--- config.mk ---
export PLATFORM = sky130hd
export DESIGN_NAME = csu_dac_controller
export DESIGN_NICKNAME = d
export VERILOG_FILES = /design/src/rtl/csu_dac_controller.sv
export SDC_FILE = /design/constraint.sdc
export NUM_CORES = 1
export LEC_CHECK = 0
export ABC_AREA = 1
export BUFFER_PORTS_ARGS = -buffer_cell sky130_fd_sc_hd__buf_2
export CELL_PAD_IN_SITES_DETAIL_PLACEMENT = 1
export CELL_PAD_IN_SITES_GLOBAL_PLACEMENT = 1
export CORE_MARGIN = 4
export CORE_UTILIZATION = 25
export CTS_BUF_LIST = sky130_fd_sc_hd__clkbuf_16
export CTS_CLUSTER_DIAMETER = 50
export CTS_CLUSTER_SIZE = 10
export DETAILED_ROUTE_END_ITERATION = 8
export PLACE_DENSITY = 0.59
export SLEW_MARGIN = 20
export SYNTH_ARGS = -nofsm -noshare
export SYNTH_HDL_FRONTEND = slang
export SYNTH_SLANG_ARGS = --single-unit
--- constraint.sdc ---
create_clock -name clk_i -period 2.6 [get_ports clk_i]
set_input_delay 0.13 -clock clk_i [delete_from_list [all_inputs] [get_ports clk_i]]
set_output_delay 0.13 -clock clk_i [all_outputs]
set_load 0.01 [all_outputs]
--- src/rtl/csu_dac_controller.sv ---
// csu_dac_controller
// Power sequencing and code mapping for a segmented current-steering DAC.
// An 11-bit code splits into a 17-unit thermometer segment (code[10:6]) and a
// 6-bit binary LSB segment (code[5:0]). The thermometer segment can rotate its
// start pointer so that unit mismatch is averaged (dynamic element matching).
// A redundant LSB source can stand in for binary source 0.
//
// Handshake: code_valid_i/code_ready_o follow strict valid/ready semantics. A
// code is transferred on a rising clock edge where both are high. code_ready_o
// is high only in ACTIVE while en_i is high, so a power-down request always
// wins over a code offered in the same cycle. Once code_valid_i is raised, its
// code must be held stable until the transfer happens.
module csu_dac_controller #(
    parameter int unsigned SETTLE_CYC = 64,
    parameter int unsigned PWRDN_CYC  = 4
) (
    input  logic        clk_i,
    input  logic        rst_i,
    input  logic        en_i,
    input  logic        code_valid_i,
    input  logic [10:0] code_i,
    output logic        code_ready_o,
    input  logic        dem_en_i,
    input  logic        red_swap_i,
    input  logic [1:0]  atb_sel_i,
    output logic        pdb_o,
    output logic [1:0]  atb_ena_o,
    output logic [16:0] therm_en_o,
    output logic [5:0]  bin_en_o,
    output logic        bin_red_en_o,
    output logic        active_o,
    output logic        code_sat_o,
    output logic [1:0]  dbg_state_o,
    output logic [4:0]  dbg_ptr_o
);

    // Counter reload values; the counter counts down to zero inclusive, so a
    // reload of N-1 gives a phase that lasts exactly N cycles.
    localparam logic [7:0] SETTLE_LOAD = 8'(SETTLE_CYC - 1);
    localparam logic [7:0] PWRDN_LOAD  = 8'(PWRDN_CYC - 1);
    localparam int unsigned NUM_UNITS  = 17;

    typedef enum logic [1:0] {
        ST_OFF    = 2'd0,
        ST_PWRUP  = 2'd1,
        ST_ACTIVE = 2'd2,
        ST_PWRDN  = 2'd3
    } state_t;

    state_t      state_q;
    logic [7:0]  cnt_q;
    logic [4:0]  ptr_q;
    logic        pdb_q;
    logic [1:0]  atb_q;
    logic [16:0] therm_q;
    logic [5:0]  bin_q;
    logic        bin_red_q;
    logic        sat_q;

    // Decoded view of the offered code, used only when it is accepted
    logic        take_code;
    logic [4:0]  therm_raw;
    logic        therm_over;
    logic [4:0]  therm_n;
    logic [4:0]  start_ptr;
    logic [17:0] run_mask_w;
    logic [16:0] run_mask;
    logic [33:0] run_rot;
    logic [16:0] therm_d;
    logic [5:0]  ptr_sum;
    logic [5:0]  ptr_wrap;
    logic [4:0]  ptr_d;
    logic [5:0]  bin_d;
    logic        bin_red_d;

    // Code decode: clamp the unit count, build a contiguous run of N ones and
    // rotate it (mod 17) to start at the current pointer.
    always_comb begin
        take_code  = (state_q == ST_ACTIVE) && en_i && code_valid_i;
        therm_raw  = code_i[10:6];
        therm_over = (therm_raw > 5'd17);
        therm_n    = therm_over ? 5'd17 : therm_raw;
        start_ptr  = dem_en_i ? ptr_q : 5'd0;

        // (1 << N) - 1 gives N low ones; N = 17 yields all 17 bits set.
        run_mask_w = (18'd1 << therm_n) - 18'd1;
        run_mask   = run_mask_w[16:0];

        // Rotate within 17 bits: shift into a double-width word and fold the
        // overflow half back onto bit 0.
        run_rot    = {17'd0, run_mask} << start_ptr;
        therm_d    = run_rot[16:0] | run_rot[33:17];

        // Next pointer: (ptr + N) mod 17. Both operands are at most 17, so a
        // single conditional subtraction is enough.
        ptr_sum    = {1'b0, ptr_q} + {1'b0, therm_n};
        ptr_wrap   = (ptr_sum >= 6'(NUM_UNITS)) ? (ptr_sum - 6'(NUM_UNITS)) : ptr_sum;
        ptr_d      = dem_en_i ? ptr_wrap[4:0] : ptr_q;

        // Redundant LSB source takes the place of binary source 0.
        if (red_swap_i) begin
            bin_d     = {code_i[5:1], 1'b0};
            bin_red_d = code_i[0];
        end else begin
            bin_d     = code_i[5:0];
            bin_red_d = 1'b0;
        end
    end

    // Sequencer FSM with registered array controls; code_sat is a single-cycle
    // pulse so it defaults low every cycle.
    always_ff @(posedge clk_i or posedge rst_i) begin
        if (rst_i) begin
            state_q   <= ST_OFF;
            cnt_q     <= 8'd0;
            ptr_q     <= 5'd0;
            pdb_q     <= 1'b0;
            therm_q   <= 17'd0;
            bin_q     <= 6'd0;
            bin_red_q <= 1'b0;
            sat_q     <= 1'b0;
        end else begin
            sat_q <= 1'b0;
            case (state_q)
                ST_OFF: begin
                    pdb_q     <= 1'b0;
                    therm_q   <= 17'd0;
                    bin_q     <= 6'd0;
                    bin_red_q <= 1'b0;
                    if (en_i) begin
                        state_q <= ST_PWRUP;
                        pdb_q   <= 1'b1;
                        cnt_q   <= SETTLE_LOAD;
                    end
                end

                ST_PWRUP: begin
                    // Array is biased but unit enables stay off while it settles.
                    therm_q   <= 17'd0;
                    bin_q     <= 6'd0;
                    bin_red_q <= 1'b0;
                    if (!en_i) begin
                        state_q <= ST_PWRDN;
                        cnt_q   <= PWRDN_LOAD;
                    end else if (cnt_q == 8'd0) begin
                        state_q <= ST_ACTIVE;
                    end else begin
                        cnt_q <= cnt_q - 8'd1;
                    end
                end

                ST_ACTIVE: begin
                    if (!en_i) begin
                        state_q   <= ST_PWRDN;
                        cnt_q     <= PWRDN_LOAD;
                        therm_q   <= 17'd0;
                        bin_q     <= 6'd0;
                        bin_red_q <= 1'b0;
                    end else if (take_code) begin
                        therm_q   <= therm_d;
                        bin_q     <= bin_d;
                        bin_red_q <= bin_red_d;
                        sat_q     <= therm_over;
                        ptr_q     <= ptr_d;
                    end
                end

                ST_PWRDN: begin
                    // Requests to power up are ignored until OFF is reached.
                    therm_q   <= 17'd0;
                    bin_q     <= 6'd0;
                    bin_red_q <= 1'b0;
                    if (cnt_q == 8'd0) begin
                        state_q <= ST_OFF;
                        pdb_q   <= 1'b0;
                    end else begin
                        cnt_q <= cnt_q - 8'd1;
                    end
                end

                default: begin
                    state_q <= ST_OFF;
                    pdb_q   <= 1'b0;
                end
            endcase
        end
    end

    // Testbus selection register; gated off at the output whenever pdb is low.
    always_ff @(posedge clk_i or posedge rst_i) begin
        if (rst_i) begin
            atb_q <= 2'b00;
        end else begin
            atb_q <= atb_sel_i;
        end
    end

    assign code_ready_o = (state_q == ST_ACTIVE) && en_i;
    assign active_o     = (state_q == ST_ACTIVE);
    assign pdb_o        = pdb_q;
    assign atb_ena_o    = pdb_q ? atb_q : 2'b00;
    assign therm_en_o   = therm_q;
    assign bin_en_o     = bin_q;
    assign bin_red_en_o = bin_red_q;
    assign code_sat_o   = sat_q;
    assign dbg_state_o  = state_q;
    assign dbg_ptr_o    = ptr_q;

endmodule

== After elaboration in Yosys (flattened, before gate mapping) ==
Cells that the tools add are included.
Word-level totals
  bits of input ports: 19
  flip-flop bits (word level): 43
Cells by class
  order comparisons: 2
  eq/ne operators: 8
  bitwise logic cells: 1
  shifts and indexed selects: 2
  multiplexer cells: 32
  add/subtract/negate cells: 4
  reduce and logical (&&, ||, !) cells: 10
Operators with widths (count)
  $mux W17: 2
  $pmux W17 S2: 1
  $shl A17 B5 Y34: 1
  $mux W8: 4
  $pmux W8 S4: 1
  $or A17 B17 Y17: 1
  $shl A1 B5 Y17 const A: 1
  $sub A17 B1 Y17 const B: 1
  $mux W5: 3
  $mux W2: 6
  $mux W6: 2
  $pmux W6 S2: 1
  $mux W1: 9
  $logic_not A8 Y1: 1
  $pmux W2 S4: 1
  $reduce_and A4 Y1: 2
  $sub A8 B1 Y8 const B: 1
  $add A5 B5 Y6: 1
  $ge A6 B5 Y1 const B: 1
  $ne A2 B2 Y1 const B: 3
  $gt A5 B5 Y1 const B: 1
  $sub A5 B5 Y5 const B: 1
  $eq A2 B2 Y1 const B: 2
  $pmux W1 S2: 2
  other kinds (8): 10

== Logic depth before layout (Yosys ltp) ==
Gate-level depths: netlist (run 1).
  depth after elaboration: 9
  gate-level depth with buffers: 23

== Least setup slack after synthesis (run 1) ==
Ideal clock, no wire load.
  path type: input to register
  start: in code_i[9]
  end: reg ptr_q[2] (netlist: dbg_ptr_o[2])
  library setup time: 0.082 ns
  arrival: 2.074 ns
  required time: 2.518 ns
  stages: 16
  path buffers: 1
  slack: 0.444 ns
  path through: buf_6 -> nor2_4 -> nand2_4 -> nand2_8 -> nand2_2 -> ha_1 -> inv_1 -> fa_1 -> ha_1 -> nand3_1 -> nand2_1 -> nor2_2 -> inv_1 -> nand2_1 -> nand2_1 -> a31oi_1
On the way
  longest elaborated chain between the ends: 5
  elaborated cells on any way between the ends: 6
RTL lines
  start, declared: RTL line 21  | input logic [10:0] code_i,
  $gt A5 B5 Y1: RTL line 81  | therm_over = (therm_raw > 5'd17);
  $mux W5 *: RTL line 82  | therm_n = therm_over ? 5'd17 : therm_raw;
  $add A5 B5 Y6 *: RTL line 96  | ptr_sum = {1'b0, ptr_q} + {1'b0, therm_n};
  $sub A5 B5 Y5 or $ge A6 B5 Y1 (tied branches): RTL line 97  | ptr_wrap = (ptr_sum >= 6'(NUM_UNITS)) ? (ptr_sum - 6'(NUM_UNITS)) : ptr_sum;
  $mux W5 *: RTL line 97
  end signal, assigned: RTL line 164  | ptr_q <= ptr_d;
  end, declared: RTL line 52  | logic [4:0] ptr_q;
Every way passes the cells marked *; elsewhere a longest branch is shown, timed or not.
A chain may end at the register's enable or synchronous reset.

== Worst setup path after layout (run 1) ==
  start: reg ptr_q[1] (netlist: dbg_ptr_o[1])
  end: reg ptr_q[1] (netlist: dbg_ptr_o[1])
On the way
  longest elaborated chain between the ends: 3
  elaborated cells on any way between the ends: 4
RTL lines (RTL line)
  $add A5 B5 Y6 *: 96
  $sub A5 B5 Y5 or $ge A6 B5 Y1 (tied branches): 97
  $mux W5 *: 97
Marks and branches as above.

==> results of run 1 <==
[cells by family (layout without fill, tap and decap cells)]
kind of cell	after synthesis	after routing	synth area share, %
AND/OR/NAND/NOR	399	399	48.3
buffers and inverters	90	155	10.1
AO/OA/AOI/OAI	62	62	9.47
flip-flops	43	43	25.8
adder cells (fa/ha/maj)	15	15	4.67
XOR/XNOR	8	8	1.68
[state kept, by name, indices dropped and copies added, names as in the netlist]
name / cells
code_sat_o: 1
cnt_q: 8
atb_q: 2
bin_red_en_o: 1
therm_en_o: 17
dbg_state_o: 2
pdb_o: 1
bin_en_o: 6
dbg_ptr_o: 5
[layout make-up]
type / instances / area share (%)
Clock inverter: 3 / 1.29
Tap cell: 216 / 5.45
Inverter: 63 / 4.97
Sequential cell: 43 / 21.7
Clock buffer: 5 / 2.52
Timing Repair Buffer: 84 / 10.1
Multi-Input combinational cell: 484 / 54.0
[synth_stat cells (5+ instances only)]
library cell,number,area [um2]
a21oi_1,14,70.1
nand4_1,20,125
nor2_2,5,31.3
a22o_1,5,43.8
nand3_1,99,495
nor2_4,5,56.3
clkbuf_1,6,22.5
inv_1,52,195
nand2_1,184,691
nand2_2,18,113
dfrtp_1,43,1080
o21ai_0,15,75.1
xor2_1,5,43.8
nand3_2,16,160
inv_2,7,26.3
buf_4,5,37.5
buf_2,11,55.1
ha_1,14,175
nor2_1,34,128
[worst max-delay path, delay by kind of cell (launching register included)]
family	cells	cell delay, ps
fa+ha+maj	2	880
simple gates	4	460
flops	1	450
compound gates	2	240
buf+inv	2	200
[stage by stage]
| stage | hold slack, ps | worst slack, ps | cells | utilization [%] |
|---|---|---|---|---|
| 3_3_place_gp | 235 | 163 | 887 | 29.4 |
| 2_1_floorplan | 161 | 444 | 617 | - |
| 3_5_place_dp | 240 | 73.8 | 887 | 29.4 |
| 6_report | 70.6 | 246 | 898 | 30.8 |
| 4_1_cts | 65.3 | 239 | 898 | 30.8 |
| 5_1_grt | 62.5 | 41.2 | 898 | 30.8 |
[per-layer routing]
layer  wire length, um  share of wire, %
met5                 0                 0
met4               165               1.1
met3               450               3.1
met2              6770                47
met1              7060                49
[placed cells by master, fill, tap and decap left out, types with 3 or more instances in the layout]
master,instances
nor3_1,3
nor2_4,5
buf_4,26
xor2_1,5
inv_2,7
buf_2,55
dfrtp_1,43
a31oi_1,4
ha_1,14
a21oi_1,14
o21ai_0,15
nand4_1,20
nand2_2,18
a22o_1,5
inv_1,52
nand3_2,16
a22oi_1,4
nand2_1,184
xnor2_1,3
clkbuf_16,5
o22ai_1,4
nand2_4,3
nand4_2,4
dlygate4sd3_1,3
nand3_1,99
nor2_1,34
nor2_2,5
[power groups by stage]
stage	Sequential [uW]	Clock, uW	Combinational (uW)
after detailed placement	685	0	415
final	673	815	417
after CTS	673	833	420
after floorplan	685	0	303
after global placement	685	0	407
after global routing	672	877	473
[final timing paths]
check,startpoint,to,slack [ps],cells after the start
max in group asynchronous,rst_i,therm_en_o[9],1390,4
min in group asynchronous,rst_i,dbg_ptr_o[3],480,3
min,code_i[4],bin_en_o[4],70,2
min reg2reg,therm_en_o[11],therm_en_o[11],470,2
max,dbg_ptr_o[1],dbg_ptr_o[1],250,10
max reg2reg,dbg_ptr_o[1],dbg_ptr_o[1],250,10
[what timing repair did]
action	CTS	global route
gates resized for setup	0	0
hold buffers	3	0
hold endpoints to repair	24	0
==> results.md, run 1 <==
* # setup viols final at 0
* Fillers at 2076
* Clock root cell: clkbuf_16
* Core ar. at 16100 um2
* Post-CTS setup buffer count at 0
* Max cap viols at 0
* Sequential share of power at 35.3%
* Footprint of the multi-input gates at 2680 um2
* Seq. cell area at 1080 um2
* Measured slew at the worst slew-check pin at 873 ps
* Die Wd at 137 um
* Die area at 18800 um2
* Vias per inst at 4.85
* Outcome: finished, final reports clean
* Final Power at 1900 uW
* Die H at 137 um
* Synth Register Bits at 43
* Crit start category: register
* Via Count at 4353
* Per-cell routed wire length at 16.1 um
* Async set or reset register ratio after synthesis at 100%
* Dpl hpwl at 11800 um
* First-pass GRT wire length at 23900 um
* Global routing's busiest layer: met2
* P&R area growth vs syn at 18.8%
* Cell Pwr Density at 384 nW/um2
* Worst EP required at 2760 ps
* Clock power share at 42.8%
* Clock latency on the worst-skew pair at 290 ps
* I/O Pins at 56
* Syn nets at 651
* Initial antenna violation count at 0
* CP most frequent cell: nand2_1
* Total number of yosys warnings at 0
* Aggregate global routing overflow at 0
* Largest fanout on the critical path at 6
* Min-delay worst type: in -> reg
* Maximum vdd ir drop at 0.000248 V
* Critical path endpoint category: register
* GR Layer Usage met2 at 25.9%
* Synth Cell Area at 4180 um2
* Synth cell types at 47
* Initial Utilization at 25.9%
* Leakage at 0.00272 uW
* Post-synth top flop: dfrtp_1
* Internal Power at 1350 uW
* Final min period at 2350 ps
* Net Sw Power at 551 uW
* Slew Limit Fails at 0
* ANT cells at 0
* H-Tree Depth at 2
* DRT iter0 DRCs at 143
* PortBufs at 55
* Register area share after synthesis at 25.8%
* Met1 Track Usage GR at 22.2%
* CP max stage cell: fa_1
* Placed Area at 4740 um2
* CP Data Arrival Time at 2510 ps
* Grt met3 use at 2.67%
* Finished Cell Area at 4960 um2
* Slew headroom at 41.4%
* Combinational power share at 21.9%
* Share of cells above drive strength 1 at 23.0%
* Endpoints failing hold at 0
* Residual DRC at 0
* Fin crit share at 90.5%
* Switch share at 28.9%
* Clock sinks at 43
* Nets at 715
* Post-Syn Area per Cell at 6.77 um2
* Vias in the first global route at 4571
* Synthesized instance count at 617
* Inserted Clock Buffers at 5
* Total Routing Usage GR at 15.8%
* CP max stage delay at 650 ps
* ANT nets after route at 0
* Number of synthesized flops with an enable pin at 0
* CTS clk-pin slew, worst paths at 60 ps
* Unrepaired setup endpoints after global routing: no
* Global placement routability congestion at 0.898
* Clock skew at 5.42 ps
* Largest net degree at the start of global routing at 25
* CTS tree: done
* TNS Setup at 0 ps
* WS Path Type: reg -> reg
* Routed wire length at 14400 um
* Clk buf depth at 2
* # rows at 46
* Fmax at 0.425 GHz
* Crit-path cells: inv_1 > fa_1 > ha_1 > nand2_1 > nand2_1 > inv_1 > nor2_2 > nand2_1 > o211ai_1 > o21ai_0
* DR pass1 iterations at 4
Note: power is estimated with default switching activity, not from simulation.
==> run 2: changes to the inputs <==
CORE_ASPECT_RATIO = 2   (was default)
clock period = 2.7 ns   (was 2.6 ns; I/O delays follow)
==> results.md, run 2 (synthesis gave the netlist of run 1 again) <==
* Measured slew at the worst slew-check pin at 922 ps
* ANT nets after route at 0
* Share of cells above drive strength 1 at 23.3%
* P&R area growth vs syn at 17.2%
* Vias in the first global route at 4838
* TNS Setup at 0 ps
* Vias per inst at 5.03
* Cell family with most CP delay: adder cells
* CP max stage delay at 460 ps
* Final hold slack at 39.5 ps
* Cell Pwr Density at 344 nW/um2
* Die area at 19000 um2
* Clock latency on the worst-skew pair at 300 ps
* Fillers at 2147
* Residual DRC at 0
* Via Count at 4450
* Largest fanout on the critical path at 6
* Global placement routability congestion at 0.940
* Commonest non-fill, non-tap cells in the layout: nand2_1, nand3_1, buf_2, inv_1, dfrtp_1
* Slew Limit Fails at 0
* Dpl hpwl at 13100 um
* Total Routing Usage GR at 16.6%
* Seq. cell area at 1080 um2
* Min-delay worst type: in -> async
* # setup viols final at 0
* Crit start category: register
* ANT cells at 0
* Final min period at 2340 ps
* Largest register FFs at 17
* Largest net degree at the start of global routing at 44
* CP Data Arrival Time at 2560 ps
* Clock sinks at 43
* Fin crit share at 86.8%
* Outcome: finished, final reports clean
* Max cap viols at 0
* Crit-path cells: ha_1 > inv_1 > fa_1 > o21ai_0 > xor2_1 > nand3_1 > nand2_1 > nor2_2 > inv_1 > nand2_1 > nand2_1 > a31oi_1
* # rows at 66
* CP max stage cell: dfrtp_1
* CP most frequent cell: nand2_1
* Initial Utilization at 25.5%
* CTS tree: done
* Unrepaired setup endpoints after global routing: no
* WS Path Type: reg -> reg
* DR pass1 iterations at 5
* Worst EP required at 2920 ps
* Placed Area at 4730 um2
* Routed wire length at 15300 um
* Critical path endpoint category: register
* First-pass GRT wire length at 24900 um
* Finished Cell Area at 4900 um2
* Slew headroom at 38.5%
* Nets at 714
* Maximum vdd ir drop at 0.000215 V
* Post-CTS setup buffer count at 0
* H-Tree Depth at 2
* Endpoints failing hold at 0
* DRT iter0 DRCs at 128
* Aggregate global routing overflow at 0
* CTS clk-pin slew, worst paths at 70 ps
* Die Wd at 99.4 um
* Leakage at 0.00269 uW
* Commonest non-fill, non-tap cell in the layout: nand2_1
* Die H at 191 um
* Initial antenna violation count at 0
* Core ar. at 16400 um2
* Footprint of the multi-input gates at 2680 um2
* Worst path buffer plus inverter count at 2
* Clk buf depth at 2
* Inserted Clock Buffers at 5
* PortBufs at 55
* Per-cell routed wire length at 17.3 um
* Clock root cell: clkbuf_16
* Clock skew at 8.48 ps
* Fmax at 0.427 GHz
* I/O Pins at 56
run 2: changes by cell type in the layout (fill, tap and decap cells not counted), sizes merged:
| cell | change |
|---|---|
| bufinv | -2 |
| clkinv | -1 |
| clkinvlp | +2 |
| dlygate4sd3 | -1 |
| inv | +1 |
run 2: final cells by class:
| cell class | instances | share of cell area [%] |
|---|---|---|
| multi-input combinational | 484 | 54.7 |
| sequential | 43 | 22.0 |
| timing repair buffer | 83 | 10.0 |
| tap | 204 | 5.21 |
| inverter | 63 | 5.03 |
| clock buffer | 5 | 2.56 |
| clock inverter | 3 | 0.486 |
run 2: power breakdown:
| group | internal (uW) | switching, uW | leakage (uW) |
|---|---|---|---|
| Sequential | 646 | 1.36 | 0.000559 |
| Combinational | 136 | 283 | 0.00206 |
| Clock | 346 | 271 | 0.0000664 |
run 2: path summary, 6_finish.rpt:
kind                               start       endpoint  depth (start not counted)  slack [ps]
max                         dbg_ptr_o[0]   dbg_ptr_o[2]                         12         360
min                                rst_i   dbg_ptr_o[4]                          2          40
max reg2reg                 dbg_ptr_o[0]   dbg_ptr_o[2]                         12         360
min reg2reg                therm_en_o[4]  therm_en_o[4]                          2         470
max in group asynchronous          rst_i  therm_en_o[7]                          2        2070
min in group clk_i             code_i[3]    bin_en_o[3]                          2          60
run 2: timing repair:
action / CTS / global route
gates resized for setup: 0 / 0
hold buffers: 2 / 0
endpoints found under the hold margin: 2 / 0
run 2: through the flow:
stage	power [uW]	utilization (%)	cells	worst slack (ps)
finish	1680	29.9	885	357
global route	1780	29.9	885	145
CTS	1710	29.9	885	314
detailed placement	1080	28.9	875	74.9
global placement	1070	28.9	875	140
floorplan	952	-	617	539
run 2: routing by layer:
metal / global-route usage, % / vias to the layer above / routed length [um]
met4: 9.99 / 0 / 850
met2: 34.2 / 83 / 9180
met3: 1.21 / 36 / 307
met5: 0 / - / 0
li1: - / 2183 / -
met1: 14.9 / 2148 / 5000
